**src/rtl/uart_pkg.sv**
```systemverilog
// ----------------------------------------------------------------------------
// uart_pkg
// Definitions shared by the UART receive and transmit paths.
//   rx_state_e          : receive FSM states
//   PRESC_8/16/32       : legal oversampling ratios (ticks per bit)
//   PAR_EVEN / PAR_ODD  : encodings of the PAR_TYP input
// ----------------------------------------------------------------------------
package uart_pkg;

  typedef enum logic [2:0] {
    IDLE,
    START,
    DATA,
    PARITY,
    STOP
  } rx_state_e;

  localparam int PRESC_8  = 8;
  localparam int PRESC_16 = 16;
  localparam int PRESC_32 = 32;

  localparam logic PAR_EVEN = 1'b0;
  localparam logic PAR_ODD  = 1'b1;

endpackage

```
**src/rtl/uart_rx_core_if.sv**
```systemverilog
// ----------------------------------------------------------------------------
// uart_rx_core_if
// Bundles the serial line, the frame configuration and the parallel result of
// the UART receiver.
//   master : drives RX_IN, PRESCALE, PAR_EN and PAR_TYP; observes the results
//   slave  : the receiver; consumes the line/config and drives P_DATA,
//            data_valid, parity_error and stop_error
// ----------------------------------------------------------------------------
interface uart_rx_core_if #(
  parameter int DATA_WIDTH = 8,
  parameter int PRESC_W    = 6
);

  logic                  RX_IN;
  logic [PRESC_W-1:0]    PRESCALE;
  logic                  PAR_EN;
  logic                  PAR_TYP;
  logic [DATA_WIDTH-1:0] P_DATA;
  logic                  data_valid;
  logic                  parity_error;
  logic                  stop_error;

  modport master (
    output RX_IN, PRESCALE, PAR_EN, PAR_TYP,
    input  P_DATA, data_valid, parity_error, stop_error
  );

  modport slave (
    input  RX_IN, PRESCALE, PAR_EN, PAR_TYP,
    output P_DATA, data_valid, parity_error, stop_error
  );

endinterface

```
**src/rtl/uart_rx_sampler.sv**
```systemverilog
// ----------------------------------------------------------------------------
// uart_rx_sampler
// Per-bit edge counter and 3-sample majority voter of the UART receiver.
//   CLK, RST     : oversampling clock, asynchronous active-low reset
//   rx_in        : serial line (already synchronized)
//   run          : receiver is inside a frame (FSM not in IDLE)
//   prescale     : ticks per bit for the current frame
//   sampled_bit  : majority of the samples at ticks P/2-1, P/2, P/2+1
//   bit_tick     : high during tick P-1 of each bit
//   sample_done  : one-cycle pulse during tick P/2+2, when sampled_bit is new
// ----------------------------------------------------------------------------
module uart_rx_sampler
  import uart_pkg::*;
#(
  parameter int PRESC_W = 6
) (
  input  logic               CLK,
  input  logic               RST,
  input  logic               rx_in,
  input  logic               run,
  input  logic [PRESC_W-1:0] prescale,
  output logic               sampled_bit,
  output logic               bit_tick,
  output logic               sample_done
);

  logic [PRESC_W-1:0] edge_cnt;
  logic [PRESC_W-1:0] mid;
  logic [PRESC_W-1:0] last_tick;
  logic [1:0]         samples;
  logic               enable;

  // The low level seen in IDLE is tick 0 of the start bit, so counting is
  // enabled in that cycle too, not only once the FSM has left IDLE.
  assign enable    = run | ~rx_in;
  assign mid       = prescale >> 1;
  assign last_tick = prescale - PRESC_W'(1);
  assign bit_tick  = enable && (edge_cnt == last_tick);

  // Edge counter: 0..P-1 per bit, parked at 0 while the line idles. A
  // wrap-around of the counter itself still yields a bit_tick for any
  // prescale value, so the FSM can never stall.
  always_ff @(posedge CLK or negedge RST) begin
    if (!RST) begin
      edge_cnt <= '0;
    end else if (!enable) begin
      edge_cnt <= '0;
    end else if (edge_cnt == last_tick) begin
      edge_cnt <= '0;
    end else begin
      edge_cnt <= edge_cnt + PRESC_W'(1);
    end
  end

  // Voter: the first two samples are stored, the third is taken live on the
  // edge that ends tick P/2+1, so the voted bit is valid from tick P/2+2.
  always_ff @(posedge CLK or negedge RST) begin
    if (!RST) begin
      samples     <= '0;
      sampled_bit <= 1'b1;
      sample_done <= 1'b0;
    end else begin
      sample_done <= 1'b0;
      if (enable) begin
        if (edge_cnt == mid - PRESC_W'(1)) begin
          samples[0] <= rx_in;
        end
        if (edge_cnt == mid) begin
          samples[1] <= rx_in;
        end
        if (edge_cnt == mid + PRESC_W'(1)) begin
          sampled_bit <= (samples[0] & samples[1]) |
                         (samples[0] & rx_in) |
                         (samples[1] & rx_in);
          sample_done <= 1'b1;
        end
      end
    end
  end

endmodule

```
**src/rtl/uart_rx_core.sv**
```systemverilog
// ----------------------------------------------------------------------------
// uart_rx_core
// UART receive path: start detection with glitch rejection, majority-voted
// bits, LSB-first deserialization, optional parity and stop-bit checking.
//   CLK  : oversampling clock (PRESCALE ticks per bit)
//   RST  : asynchronous active-low reset
//   bus  : uart_rx_core_if.slave
//          in : RX_IN, PRESCALE (8/16/32), PAR_EN, PAR_TYP (0 even, 1 odd)
//          out: P_DATA (last good byte), data_valid / parity_error /
//               stop_error (one-cycle pulses at the end of a frame)
// ----------------------------------------------------------------------------
module uart_rx_core
  import uart_pkg::*;
#(
  parameter int DATA_WIDTH = 8,
  parameter int PRESC_W    = 6
) (
  input logic          CLK,
  input logic          RST,
  uart_rx_core_if.slave bus
);

  localparam int BCW = (DATA_WIDTH > 1) ? $clog2(DATA_WIDTH) : 1;
  localparam logic [BCW-1:0] LAST_BIT = BCW'(DATA_WIDTH - 1);

  rx_state_e             state;
  logic [PRESC_W-1:0]    presc_q;
  logic                  par_en_q;
  logic                  par_typ_q;
  logic [BCW-1:0]        bit_cnt;
  logic [DATA_WIDTH-1:0] shift_reg;
  logic                  par_err;
  logic                  stp_err;
  logic [DATA_WIDTH-1:0] p_data_q;
  logic                  data_valid_q;
  logic                  parity_error_q;
  logic                  stop_error_q;

  logic                  run;
  logic [PRESC_W-1:0]    presc_eff;
  logic                  sampled_bit;
  logic                  bit_tick;
  logic                  sample_done;

  // During the start-detect cycle the latched prescale is not loaded yet, so
  // the sampler sees the live input for that single cycle.
  assign run       = (state != IDLE);
  assign presc_eff = run ? presc_q : bus.PRESCALE;

  uart_rx_sampler #(
    .PRESC_W (PRESC_W)
  ) u_sampler (
    .CLK         (CLK),
    .RST         (RST),
    .rx_in       (bus.RX_IN),
    .run         (run),
    .prescale    (presc_eff),
    .sampled_bit (sampled_bit),
    .bit_tick    (bit_tick),
    .sample_done (sample_done)
  );

  // Receive FSM with registered result outputs. Error flags accumulate
  // during the frame and are only turned into pulses on the final tick of
  // the stop bit, so the FSM is back in IDLE in the cycle the pulse shows.
  always_ff @(posedge CLK or negedge RST) begin
    if (!RST) begin
      state          <= IDLE;
      presc_q        <= '0;
      par_en_q       <= 1'b0;
      par_typ_q      <= 1'b0;
      bit_cnt        <= '0;
      shift_reg      <= '0;
      par_err        <= 1'b0;
      stp_err        <= 1'b0;
      p_data_q       <= '0;
      data_valid_q   <= 1'b0;
      parity_error_q <= 1'b0;
      stop_error_q   <= 1'b0;
    end else begin
      data_valid_q   <= 1'b0;
      parity_error_q <= 1'b0;
      stop_error_q   <= 1'b0;
      case (state)
        IDLE: begin
          if (!bus.RX_IN) begin
            state     <= START;
            presc_q   <= bus.PRESCALE;
            par_en_q  <= bus.PAR_EN;
            par_typ_q <= bus.PAR_TYP;
            bit_cnt   <= '0;
            par_err   <= 1'b0;
            stp_err   <= 1'b0;
          end
        end
        START: begin
          if (bit_tick) begin
            state <= sampled_bit ? IDLE : DATA;
          end
        end
        DATA: begin
          if (sample_done) begin
            shift_reg <= {sampled_bit, shift_reg[DATA_WIDTH-1:1]};
          end
          if (bit_tick) begin
            if (bit_cnt == LAST_BIT) begin
              bit_cnt <= '0;
              state   <= par_en_q ? PARITY : STOP;
            end else begin
              bit_cnt <= bit_cnt + BCW'(1);
            end
          end
        end
        PARITY: begin
          if (sample_done && (sampled_bit != ((^shift_reg) ^ par_typ_q))) begin
            par_err <= 1'b1;
          end
          if (bit_tick) begin
            state <= STOP;
          end
        end
        STOP: begin
          if (sample_done && !sampled_bit) begin
            stp_err <= 1'b1;
          end
          if (bit_tick) begin
            state <= IDLE;
            if (!par_err && !stp_err) begin
              p_data_q     <= shift_reg;
              data_valid_q <= 1'b1;
            end else begin
              parity_error_q <= par_err;
              stop_error_q   <= stp_err;
            end
          end
        end
        default: state <= IDLE;
      endcase
    end
  end

  assign bus.P_DATA       = p_data_q;
  assign bus.data_valid   = data_valid_q;
  assign bus.parity_error = parity_error_q;
  assign bus.stop_error   = stop_error_q;

endmodule

```
**src/flat_wrapper.sv**
```systemverilog
// flat-port wrapper written by rule: the top's interface ports become plain ports
module uart_rx_core_flat import uart_pkg::*;
#(
  parameter int DATA_WIDTH = 8,
  parameter int PRESC_W    = 6
)
  (CLK, RST, bus_RX_IN, bus_PRESCALE, bus_PAR_EN, bus_PAR_TYP, bus_P_DATA, bus_data_valid, bus_parity_error, bus_stop_error);
  uart_rx_core_if #(.DATA_WIDTH(DATA_WIDTH), .PRESC_W(PRESC_W)) bus_i ();
  input logic CLK;
  input logic RST;
  input wire logic [$bits(bus_i.RX_IN)-1:0] bus_RX_IN;
  input wire logic [$bits(bus_i.PRESCALE)-1:0] bus_PRESCALE;
  input wire logic [$bits(bus_i.PAR_EN)-1:0] bus_PAR_EN;
  input wire logic [$bits(bus_i.PAR_TYP)-1:0] bus_PAR_TYP;
  output wire logic [$bits(bus_i.P_DATA)-1:0] bus_P_DATA;
  output wire logic [$bits(bus_i.data_valid)-1:0] bus_data_valid;
  output wire logic [$bits(bus_i.parity_error)-1:0] bus_parity_error;
  output wire logic [$bits(bus_i.stop_error)-1:0] bus_stop_error;
  assign bus_i.RX_IN = bus_RX_IN;
  assign bus_i.PRESCALE = bus_PRESCALE;
  assign bus_i.PAR_EN = bus_PAR_EN;
  assign bus_i.PAR_TYP = bus_PAR_TYP;
  assign bus_P_DATA = bus_i.P_DATA;
  assign bus_data_valid = bus_i.data_valid;
  assign bus_parity_error = bus_i.parity_error;
  assign bus_stop_error = bus_i.stop_error;
  uart_rx_core #(.DATA_WIDTH(DATA_WIDTH), .PRESC_W(PRESC_W)) u_core (.CLK(CLK), .RST(RST), .bus(bus_i));
endmodule
```
**config.mk**
```make
export PLATFORM = sky130hd
export DESIGN_NAME = uart_rx_core_flat
export DESIGN_NICKNAME = d
export VERILOG_FILES = /design/src/rtl/uart_pkg.sv /design/src/rtl/uart_rx_core_if.sv /design/src/rtl/uart_rx_sampler.sv /design/src/rtl/uart_rx_core.sv /design/src/flat_wrapper.sv
export SDC_FILE = /design/constraint.sdc
export NUM_CORES = 1
export LEC_CHECK = 0
export ABC_AREA = 1
export ABC_CLOCK_PERIOD_IN_PS = 8640
export CORE_MARGIN = 3
export CORE_UTILIZATION = 40
export DETAILED_ROUTE_END_ITERATION = 12
export PLACE_DENSITY = 0.62
export SETUP_SLACK_MARGIN = 0.15
export SYNTH_ARGS = -nofsm -noshare
export SYNTH_HDL_FRONTEND = slang
export SYNTH_HIERARCHICAL = 1
export SYNTH_SLANG_ARGS = --single-unit
```
**constraint.sdc**
```tcl
create_clock -name CLK -period 8.64 [get_ports CLK]
set_clock_uncertainty 0.05 [all_clocks]
set_input_delay 1.296 -clock CLK [delete_from_list [all_inputs] [get_ports CLK]]
set_output_delay 1.296 -clock CLK [all_outputs]
set_load 0.005 [all_outputs]
```
Yosys cells after proc, flatten, opt, wreduce, memory -nomap -nowiden. Index checks and enable logic that the tools add are counted.

Add/sub/neg operators: 5. Eq/ne operators: 18. Muxes and demuxes: 32. Bitwise logic cells: 8. Reduce and logical (&&, ||, !) cells: 23.

Operator list (number): $mux 3 (10); $eq 6x6->1 (3); $mux 6 (3); $pmux 3 s5 (1); $mux 1 (14); $ne 2x1->1 const B (7); $reduce_and 3->1 (4); $reduce_and 2->1 (5); $reduce_xor 8->1 (1); $add 5x1->6 const B (1); $add 6x1->6 const B (1); $eq 3x2->1 const B (2); $eq 3x3->1 const B (2); $eq 6x5->1 (1); $pmux 3 s2 (1); $reduce_and 6->1 (1); $reduce_bool 2->1 (3); $sub 5x1->6 const B (1); $sub 6x1->6 const B (1); $logic_and 1x1->1 (4); $pmux 1 s2 (2); $add 3x1->3 const B (1); $and 1x1->1 (3); $eq 3x1->1 const B (1); other kinds (9) (13).

Register bits: 45. Input port bits: 11. Output and inout port bits: 11. Word-level logic and storage cells: 103.

Longest topological paths before layout. Gate-level depths: netlist of run 1.

Depth after elaboration: 7. Mapped depth: 22. Gate-level depth less buffers: 21.

Modules after synthesis. Netlist of run 1, hierarchy kept.

Modules (own cells, without submodules): uart_rx_core (instances 1, cells an instance 205, area an instance 1746.7 sq um, seq. area each 875.8 sq um); uart_rx_sampler (instances 1, cells an instance 195, area an instance 1159.9 sq um, seq. area each 251.5 sq um).

Least setup slack after synthesis of run 1. OpenSTA, ideal clock, no wires.

Path type: input to register. Start: input bus_PRESCALE[2]. End: register u_core.p_data_q[6], in the netlist u_core/bus.P_DATA[6]. Library setup time: 0.119 ns. Arrival time: 3.358 ns. Required time: 8.471 ns. Setup slack: 5.113 ns. Stages: 15. Buffers on the path: 1. Path through: inv_1 -> o21ai_0 -> inv_2 -> ha_1 -> nand2_1 -> inv_1 -> nand2_1 -> nand3_2 -> nor2_4 -> nand2_2 -> nor2_2 -> nand4_4 -> buf_6 -> nand2_1 -> o21ai_2.

Longest elaborated chain between the ends: 5.

Ends and longest elaborated chain: from (decl) (line flat_wrapper.sv:12) `input wire logic [$bits(bus_i.PRESCALE)-1:0] bus_PRESCALE;`; $mux 6 (line uart_rx_core.sv:48) `assign presc_eff = run ? presc_q : bus.PRESCALE;`; net u_core.presc_eff[2] (line uart_rx_core.sv:40) `logic [PRESC_W-1:0] presc_eff;`; $sub 6x1->6 (line uart_rx_sampler.sv:37) `assign last_tick = prescale - PRESC_W'(1);`; $eq 6x6->1 (line uart_rx_sampler.sv:38) `assign bit_tick = enable && (edge_cnt == last_tick);`; $logic_and 1x1->1 (line uart_rx_sampler.sv:38); net u_core.bit_tick (line uart_rx_core.sv:42) `logic bit_tick;`; $reduce_and 3->1 (no source line); to (signal assigned) (line uart_rx_core.sv:129) `p_data_q <= shift_reg;`; to (decl) (line uart_rx_core.sv:34) `logic [DATA_WIDTH-1:0] p_data_q;`.

The timed path passes the listed nets, and every way through them passes these cells. A chain may end at the register's enable or synchronous reset.

Final worst setup path of run 1.
Start: input bus_PRESCALE[2]. End: register u_core.p_data_q[2], in the netlist u_core/bus.P_DATA[2].

The elaborated chain is that of the path after synthesis.

==> out/qor.csv, run 1 <==
metric;value;unit
drc;0;
final.min_clock_period;4.03;ns
synthCells;400;
tns;0;ns
io_pins;22;
synth_common_cells;145 x nand2_1, 48 x inv_1, 44 x dfrtp_1;
clock.fmax;0.248;GHz
post-cts-setup-buffers;0;
maxCapViolCount;0;
peakVddDrop;122;uV
ys_top_cells_by_area;dfrtp_1 38%, nand2_1 19%, inv_1 6.2%;
rows;30;
syn_avg_cell_area;7.27;um2
clk_latency;0.30;ns
power_density;357;nW/um2
cts_max_level;2;
syn_area;2910;um2
holdCritPathClass;flip-flop to flip-flop;
worstMarginPinSlew;1.00;ns
rsz0062_at_grt;false;
status;completed;
synth_nets;418;
syn_to_final_growth;13.0;%
p_leak;1.65;nW
multi_input_area;1490;um2
fin_area;3280;um2
tritoncts;done;
clkTransAtPathRegs;0.09;ns
crit_fanout;16;
yosysMostFrequentCell;nand2_1;
synthFlopType;dfrtp_1;
drt-total-wl;5.97;mm
regArea;1130;um2
synth-edff-count;0;
grt_pass1_wl;10.4;mm
postCtsHoldBufs;0;
ctsResizeCount;0;
dieArea;8320;um2
start_kind;primary input;
period_share;46.7;%
viasPerCell;4.67;
crit_type;primary input to flip-flop;
synth_top_area_share;37.9;%
hold_viol_final;0;
dr_total_vias;2424;
antenna_cells;0;
grt_pass1_vias;2216;
worstPathRequired;8.78;ns
dieWidth;91.2;um
drive_gt1_share;13.7;%
yosys_warnings;6;
grt_antenna_before_repair;0;
slew_headroom;33.0;%
synth_cell_types;31;
numCtsBuffers;5;
firstDrtPassIters;4;
cp_data_arrival_time;4.17;ns
setup_viol;0;
nFillCells;728;
first_iter_violations;157;
instances_no_fill;519;
core-area;6910;um2
wl_per_cell;11.5;um
cts_buffer_depth;2;
dp_cells;511;
gp_congestion;0.911;
start_util;42.1;%
hpwlAfterDp;4.55;mm
grt.total_usage;15.2;%
seq_area_frac_synth;38.8;%
port_buffers;21;
final_core_util;47.6;%
overflow;0;
final_max_slew_viol_count;0;
yosysTopAreaCell;dfrtp_1;
synth_seq_cells;45;
fin_nets;440;
cts_sinks;45;
final_antenna_net_count;0;
die_y;91.2;um
grt_max_degree;46;
ys_async_sr_fraction;100;%
placed_cell_area;3170;um2
cp-end-kind;flip-flop;
cts_root_buf;clkbuf_8;
placed cells by master, fill, tap and decap left out, types with 2 or more instances in the layout:
| cell type | count |
|---|---|
| a21oi_1 | 11 |
| buf_4 | 2 |
| clkbuf_8 | 5 |
| clkdlybuf4s50_1 | 20 |
| dfrtp_1 | 44 |
| ha_1 | 7 |
| inv_1 | 48 |
| inv_2 | 9 |
| nand2_1 | 145 |
| nand2_2 | 7 |
| nand3_1 | 30 |
| nand4_1 | 3 |
| nor2_1 | 17 |
| nor2_2 | 8 |
| nor2_4 | 4 |
| o21ai_0 | 16 |
| o21ai_1 | 10 |
| o21ai_2 | 14 |
| xnor2_1 | 4 |
| xor2_1 | 4 |
cell type report:
type                            count  area share, %
Multi-Input combinational cell    289           45.2
Sequential cell                    45           34.3
Timing Repair Buffer               23           6.70
Inverter                           58           6.70
Tap cell                           96           3.66
Clock buffer                        6           2.21
Clock inverter                      2           1.18
worst paths after layout:
check,slack [ns],cells after the start,end,startpoint
worst min-delay path,0.43,2,u_core/bus.P_DATA[7],u_core/bus.P_DATA[7]
worst max-delay path,4.61,15,u_core/bus.P_DATA[2],bus_PRESCALE[2]
max in group asynchronous,6.81,1,u_core/shift_reg[3],RST
min in group asynchronous,1.11,1,u_core/presc_q[4],RST
worst max register to register,5.12,17,u_core/bus.P_DATA[2],u_core/state[0]
worst min register to register,0.43,2,u_core/bus.P_DATA[7],u_core/bus.P_DATA[7]
metrics by stage:
stage          total power, mW  setup WS [ns]  hold WS, ns
2_1_floorplan            0.886           5.11        0.394
3_3_place_gp              1.00           4.43        0.414
3_5_place_dp              1.01           4.29        0.417
4_1_cts                   1.18           4.60        0.440
5_1_grt                   1.30           4.30        0.460
6_report                  1.17           4.61        0.433
cell families after synthesis:
logic type	Yosys count	share of synthesized area, %
and+or+nand+nor	218	33.0
adders and majority gates	8	3.36
xor gates and xnor gates	9	3.36
DFF	45	38.8
buffers and inverters	66	10.1
AOI/OAI and AO/OA	54	11.4
critical path, stage by stage:
cell             delay, ns
clkdlybuf4s50_1       0.45
inv_1                 0.05
o21ai_0               0.68
inv_2                 0.11
ha_1                  0.22
nand2_1               0.10
nand2_1               0.07
nand3_1               0.09
nand3_2               0.10
nor2_4                0.20
nand2_2               0.07
nor2_2                0.21
nand4_4               0.30
nand2_1               0.17
o21ai_2               0.06
routing by layer:
metal | GRT usage (%) | up-vias | wire (um)
met5 | 0 | - | 0
met1 | 21.7 | 1069 | 3000
met4 | 4.15 | 0 | 53
met2 | 23.3 | 51 | 2660
li1 | - | 1295 | -
met3 | 3.07 | 9 | 256
where the power goes:
group	total, mW	internal (mW)	switching, mW
combinational	0.704	0.243	0.461
sequential	0.308	0.260	0.0484
clock	0.162	0.0869	0.0746
(Power assumes the default switching activity.)
==> run 2, diff against run 1 <==
Settings changed: ABC_CLOCK_PERIOD_IN_PS 8640 to 3600, PLACE_DENSITY 0.62 to 0.64.
Clock period 8.64 ns to 3.6 ns, I/O delays scaled along.
==> run 2 against run 1 <==
Compared with the run above:
- combinational power rose to 2.5 times the previous value
- die area did not move
- register-to-register slack got worse by 4.6 ns
- flip-flop and latch count did not move
- worst hold slack got worse by 0.093 ns
- non-clock buffer count rose by 3
- worst setup slack got worse by 4.1 ns
- final cell count rose by 0.58%
- critical endpoint is now u_core/bus.P_DATA[7]
- largest cell class unchanged
- highest routed layer unchanged
==> out/qor.csv, run 2 (same netlist as run 1, synthesis figures left out) <==
metric;value;unit;change
timing.hold.ws;0.340;ns;-0.0935 ns
maxCapViolCount;0;;unchanged
cts_sinks;45;;unchanged
cts_root_buf;clkbuf_8;;
setup_viol;0;;unchanged
r2r_slack;0.54;ns;-4.58 ns
power_density;860;nW/um2;+140%
syn_to_final_growth;13.6;%;
wl_met3;344;um;+34%
cp-end-kind;flip-flop;;
wl_met1;2.98;mm;-0.77%
status;completed;;
routed-wl-met2;2.64;mm;-0.60%
dr_total_vias;2489;;+2.7%
first_iter_violations;198;;+26%
crit_chain;inv_1 -> nand2_2 -> nor2_2 -> inv_4 -> nand2_1 -> o21ai_2 -> inv_2 -> ha_1 -> nand2_1 -> nor2_2 -> nand2_2 -> xnor2_4 -> nand2_2 -> nor2_4 -> nand4_4 -> nand2_1 -> o21ai_2;;
top_layer;met4;;
post-cts-setup-buffers;0;;unchanged
period_share;85.1;%;
grt_max_degree;46;;unchanged
reg2reg_from;u_core/state[0];;
drt-total-wl;6.02;mm;+0.85%
viasPerCell;4.77;;+2.1%
numCtsBuffers;5;;unchanged
grt.total_usage;15.4;%;+0.24 points
worstPathRequired;3.74;ns;-5.04 ns
crit_type;flip-flop to flip-flop;;
worstMarginPinSlew;0.999;ns;-0.00563 ns
rows;30;;unchanged
antenna_cells;0;;unchanged
cts_max_level;2;;unchanged
clkTransAtPathRegs;0.09;ns;about the same
rr_worst_depth;17;;unchanged
power;2.84;mW;+140%
drive_gt1_share;15.3;%;+1.5 points
clk_latency;0.30;ns;about the same
critical-path-max-stage-delay;0.42;ns;-0.26 ns
slowest_stage;dfrtp_1;;
cts_buffer_depth;2;;unchanged
rsz0062_at_grt;false;;
die_y;91.2;um;unchanged
gp_congestion;0.843;;-7.5%
final.min_clock_period;3.06;ns;
grt_antenna_before_repair;0;;unchanged
slew_headroom;33.4;%;+0.37 points
port_buffers;21;;unchanged
grt_pass1_vias;2259;;+1.9%
overflow;0;;unchanged
worst_slack;0.536;ns;-4.07 ns
crit_fanout;16;;unchanged
hold_viol_final;0;;unchanged
tns;0;ns;unchanged
start_kind;flip-flop;;
drc;0;;unchanged
fin_nets;443;;+0.68%
cp_data_arrival_time;3.20;ns;-0.97 ns
clock.fmax;0.326;GHz;
dieArea;8320;um2;unchanged
ctsResizeCount;0;;unchanged
start_util;42.1;%;unchanged
peakVddDrop;265;uV;+120%
dieWidth;91.2;um;unchanged
tritoncts;done;;
dpl_worst_slack;0.289;ns;-4.00 ns
hpwlAfterDp;4.50;mm;-1.2%
rr_endpoint;u_core/bus.P_DATA[7];;
holdCritPathClass;primary input to asynchronous set/reset pin;;
final_antenna_net_count;0;;unchanged
io_pins;22;;unchanged
postCtsHoldBufs;0;;unchanged
p_leak;1.65;nW;+0.43%
grt_pass1_wl;10.6;mm;+2.1%
final_max_slew_viol_count;0;;unchanged
core-area;6910;um2;unchanged
final_common_cell;nand2_1;;
firstDrtPassIters;6;;+2
mostFrequentLayoutCells;145 x nand2_1, 47 x inv_1, 44 x dfrtp_1;;
wl_per_cell;11.5;um;+0.27%
-- run 2: cell count changes in the layout (fill, tap and decap cells not counted), sizes merged --
cell,delta
clkbuf,-1
buf,+3
bufinv,-1
clkinvlp,+1
inv,+1
-- run 2: where the power goes --
part	total, mW	switching, mW	internal, mW
registers	0.739	0.116	0.623
logic	1.77	1.15	0.622
clock network	0.328	0.190	0.138
-- run 2: worst max-delay path, delay by kind of cell, from the launching register on --
| family | cells | cell delay [ns] |
|---|---|---|
| AOI/OAI and AO/OA | 2 | 0.12 |
| xor gates and xnor gates | 1 | 0.24 |
| DFF | 1 | 0.42 |
| and+or+nand+nor | 10 | 1.44 |
| adders and majority gates | 1 | 0.29 |
| buffers and inverters | 3 | 0.39 |
-- run 2: area by class of cell --
| class | instances | area [um2] |
|---|---|---|
| clock inverters | 3 | 21.3 |
| multi-input cells | 289 | 1500 |
| flip-flops and latches | 45 | 1130 |
| repair buffers | 26 | 243 |
| inverters | 58 | 223 |
| clock buffers | 5 | 68.8 |
| well taps | 96 | 120 |
| fillers | 697 | 3610 |
-- run 2: per-stage QoR --
| step | std cells | util [%] | cell area (um2) |
|---|---|---|---|
| 2_1_floorplan | 400 | - | 2910 |
| 3_3_place_gp | 514 | 46.3 | 3200 |
| 3_5_place_dp | 514 | 46.3 | 3200 |
| 4_1_cts | 522 | 47.6 | 3290 |
| 5_1_grt | 522 | 47.8 | 3300 |
| 6_report | 522 | 47.8 | 3300 |
-- run 2: how the worst max path moves through the flow --
stage	from	to	slack [ns]	depth (start not counted)
6_report	u_core/state[0]	u_core/bus.P_DATA[7]	0.54	17
5_1_grt	u_core/state[0]	u_core/state[2]	0.18	18
4_1_cts	u_core/state[0]	u_core/bus.P_DATA[7]	0.34	16
3_5_place_dp	bus_PRESCALE[0]	u_core/bus.P_DATA[7]	0.29	14
3_3_place_gp	bus_PRESCALE[0]	u_core/bus.P_DATA[5]	0.40	14
2_1_floorplan	u_core/state[0]	u_core/bus.P_DATA[6]	0.46	19
-- run 2: metal layers --
| metal | GRT usage [%] | vias up |
|---|---|---|
| met2 | 23.6 | 55 |
| met3 | 2.90 | 6 |
| met5 | 0 | - |
| met4 | 3.39 | 0 |
| met1 | 22.6 | 1122 |
| li1 | - | 1306 |
==> run 3, diff against run 2 <==
Settings changed: CORE_ASPECT_RATIO set to 2, CORE_UTILIZATION 40 to 51, PLACE_DENSITY 0.64 to 0.78.
==> run 3 against run 2 <==
Compared with the run above:
- combinational power barely moved
- via count rose by 2.0%
- fmax fell by 2.4%
- clock power shrank 2%
- worst setup slack worse by 0.074 ns
- critical path type unchanged
- core utilization increased by 11 points
- final area is 1.8% lower
- wire length increased by 11%
- first-iteration DRC count is 37% lower
- total power rose by 0.88%
- non-clock buffer count unchanged
- critical endpoint is now u_core/bus.P_DATA[3]
- critical path depth decreased by 1
==> out/qor.csv, run 3 (same netlist as run 1, synthesis figures left out) <==
metric;value;unit;change
hpwlAfterDp;5.20;mm;+15%
rsz0062_at_grt;false;;
power_density;884;nW/um2;+2.7%
port_buffers;21;;unchanged
rows;38;;+27%
gp_congestion;1.08;;+28%
status;completed;;
crit_type;flip-flop to flip-flop;;
mostFrequentLayoutCells;145 x nand2_1, 48 x inv_1, 44 x dfrtp_1;;
period_share;87.2;%;+2.1 points
final_antenna_net_count;0;;unchanged
tns;0;ns;unchanged
clkTransAtPathRegs;0.09;ns;about the same
nFillCells;492;;-29%
core-area;5470;um2;-21%
tritoncts;done;;
cts_root_buf;clkbuf_8;;
numCtsBuffers;5;;unchanged
reg2reg_from;u_core/state[1];;
r2r_slack;0.46;ns;-0.07 ns
setup_viol;0;;unchanged
grt_pass1_vias;2512;;+11%
grt.total_usage;22.4;%;+7.0 points
ctsResizeCount;0;;unchanged
dr_total_vias;2539;;+2.0%
drive_gt1_share;14.6;%;-0.70 points
startpoint;u_core/state[1];;
holdCritPathClass;primary input to asynchronous set/reset pin;;
dieWidth;59.4;um;-35%
first_iter_violations;125;;-37%
maxCapViolCount;0;;unchanged
clock.fmax;0.319;GHz;-2.4%
grt_max_degree;46;;unchanged
wl_met3;197;um;-43%
cp-end-kind;flip-flop;;
slew_headroom;34.1;%;+0.66 points
cp_data_arrival_time;3.29;ns;+0.09 ns
cts_max_level;2;;unchanged
final_max_slew_viol_count;0;;unchanged
grt_pass1_wl;11.3;mm;+7.1%
wl_per_cell;13.8;um;+19%
cts_sinks;45;;unchanged
io_pins;22;;unchanged
clk_latency;0.31;ns;about the same
dieArea;6700;um2;-20%
worstPathRequired;3.75;ns;about the same
crit_fanout;16;;unchanged
antenna_cells;0;;unchanged
start_kind;flip-flop;;
die_y;113;um;+24%
final_common_cell;nand2_1;;
start_util;53.2;%;+11 points
peakVddDrop;599;uV;+130%
syn_to_final_growth;11.5;%;
final.min_clock_period;3.14;ns;+0.0742 ns
hold_viol_final;0;;unchanged
post-cts-setup-buffers;0;;unchanged
drc;0;;unchanged
worstMarginPinSlew;0.989;ns;-0.00996 ns
overflow;0;;unchanged
power;2.86;mW;+0.88%
drt-total-wl;6.69;mm;+11%
firstDrtPassIters;4;;-2
viasPerCell;5.22;;+9.6%
cts_buffer_depth;2;;unchanged
top_layer;met4;;
p_leak;1.65;nW;-0.18%
wl_met1;2.34;mm;-21%
postCtsHoldBufs;0;;unchanged
fin_nets;443;;unchanged
grt_antenna_before_repair;0;;unchanged
routed-wl-met2;3.78;mm;+43%
-- run 3: final timing paths --
check	depth (start not counted)	to
worst max-delay path	16	u_core/bus.P_DATA[3]
worst min-delay path	1	u_core/bit_cnt[0]
worst max register to register	16	u_core/bus.P_DATA[3]
worst min register to register	2	u_core/bus.P_DATA[0]
max in group asynchronous	1	u_core/presc_q[4]
min in group CLK	2	u_core/bus.P_DATA[0]
-- run 3: stage by stage --
stage	util (%)	std cells	instance area, um2	hold slack, ns	worst slack, ns
6_report	59.3	486	3240	0.336	0.462
5_1_grt	59.3	486	3240	0.431	0.175
4_1_cts	59.3	486	3240	0.374	0.448
3_5_place_dp	57.6	478	3150	0.414	0.381
3_3_place_gp	57.6	478	3150	0.411	0.426
2_1_floorplan	-	400	2910	0.194	0.458
-- run 3: area by class of cell --
type / count / area, um2 / share of cell area [%]
Sequential cell: 45 / 1130 / 34.8
Timing Repair Buffer: 26 / 243 / 7.49
Tap cell: 60 / 75.1 / 2.32
Clock buffer: 5 / 68.8 / 2.12
Inverter: 58 / 220 / 6.80
Multi-Input combinational cell: 289 / 1490 / 45.8
Clock inverter: 3 / 21.3 / 0.656
-- run 3: worst max-delay path: stages (launching register included) --
cell	delay, ns
dfrtp_1	0.39
inv_1	0.13
nand2_2	0.11
nor2_2	0.18
inv_2	0.15
o21ai_0	0.29
inv_1	0.10
ha_1	0.31
xnor2_1	0.14
nor2_2	0.10
nand3_2	0.09
nor2_4	0.19
nand2_2	0.07
nor2_2	0.19
nand4_4	0.30
nand2_1	0.18
o21ai_2	0.06
-- run 3: power breakdown --
part	internal [mW]	switching [mW]
sequential	0.623	0.115
clock	0.138	0.184
combinational	0.614	1.19
total	1.37	1.49
-- run 3: per-layer routing --
metal / GRT usage (%) / up-vias
met4: 14.2 / 0
met3: 3.42 / 28
met5: 0 / -
met1: 22.0 / 1142
li1: - / 1298
met2: 40.9 / 71
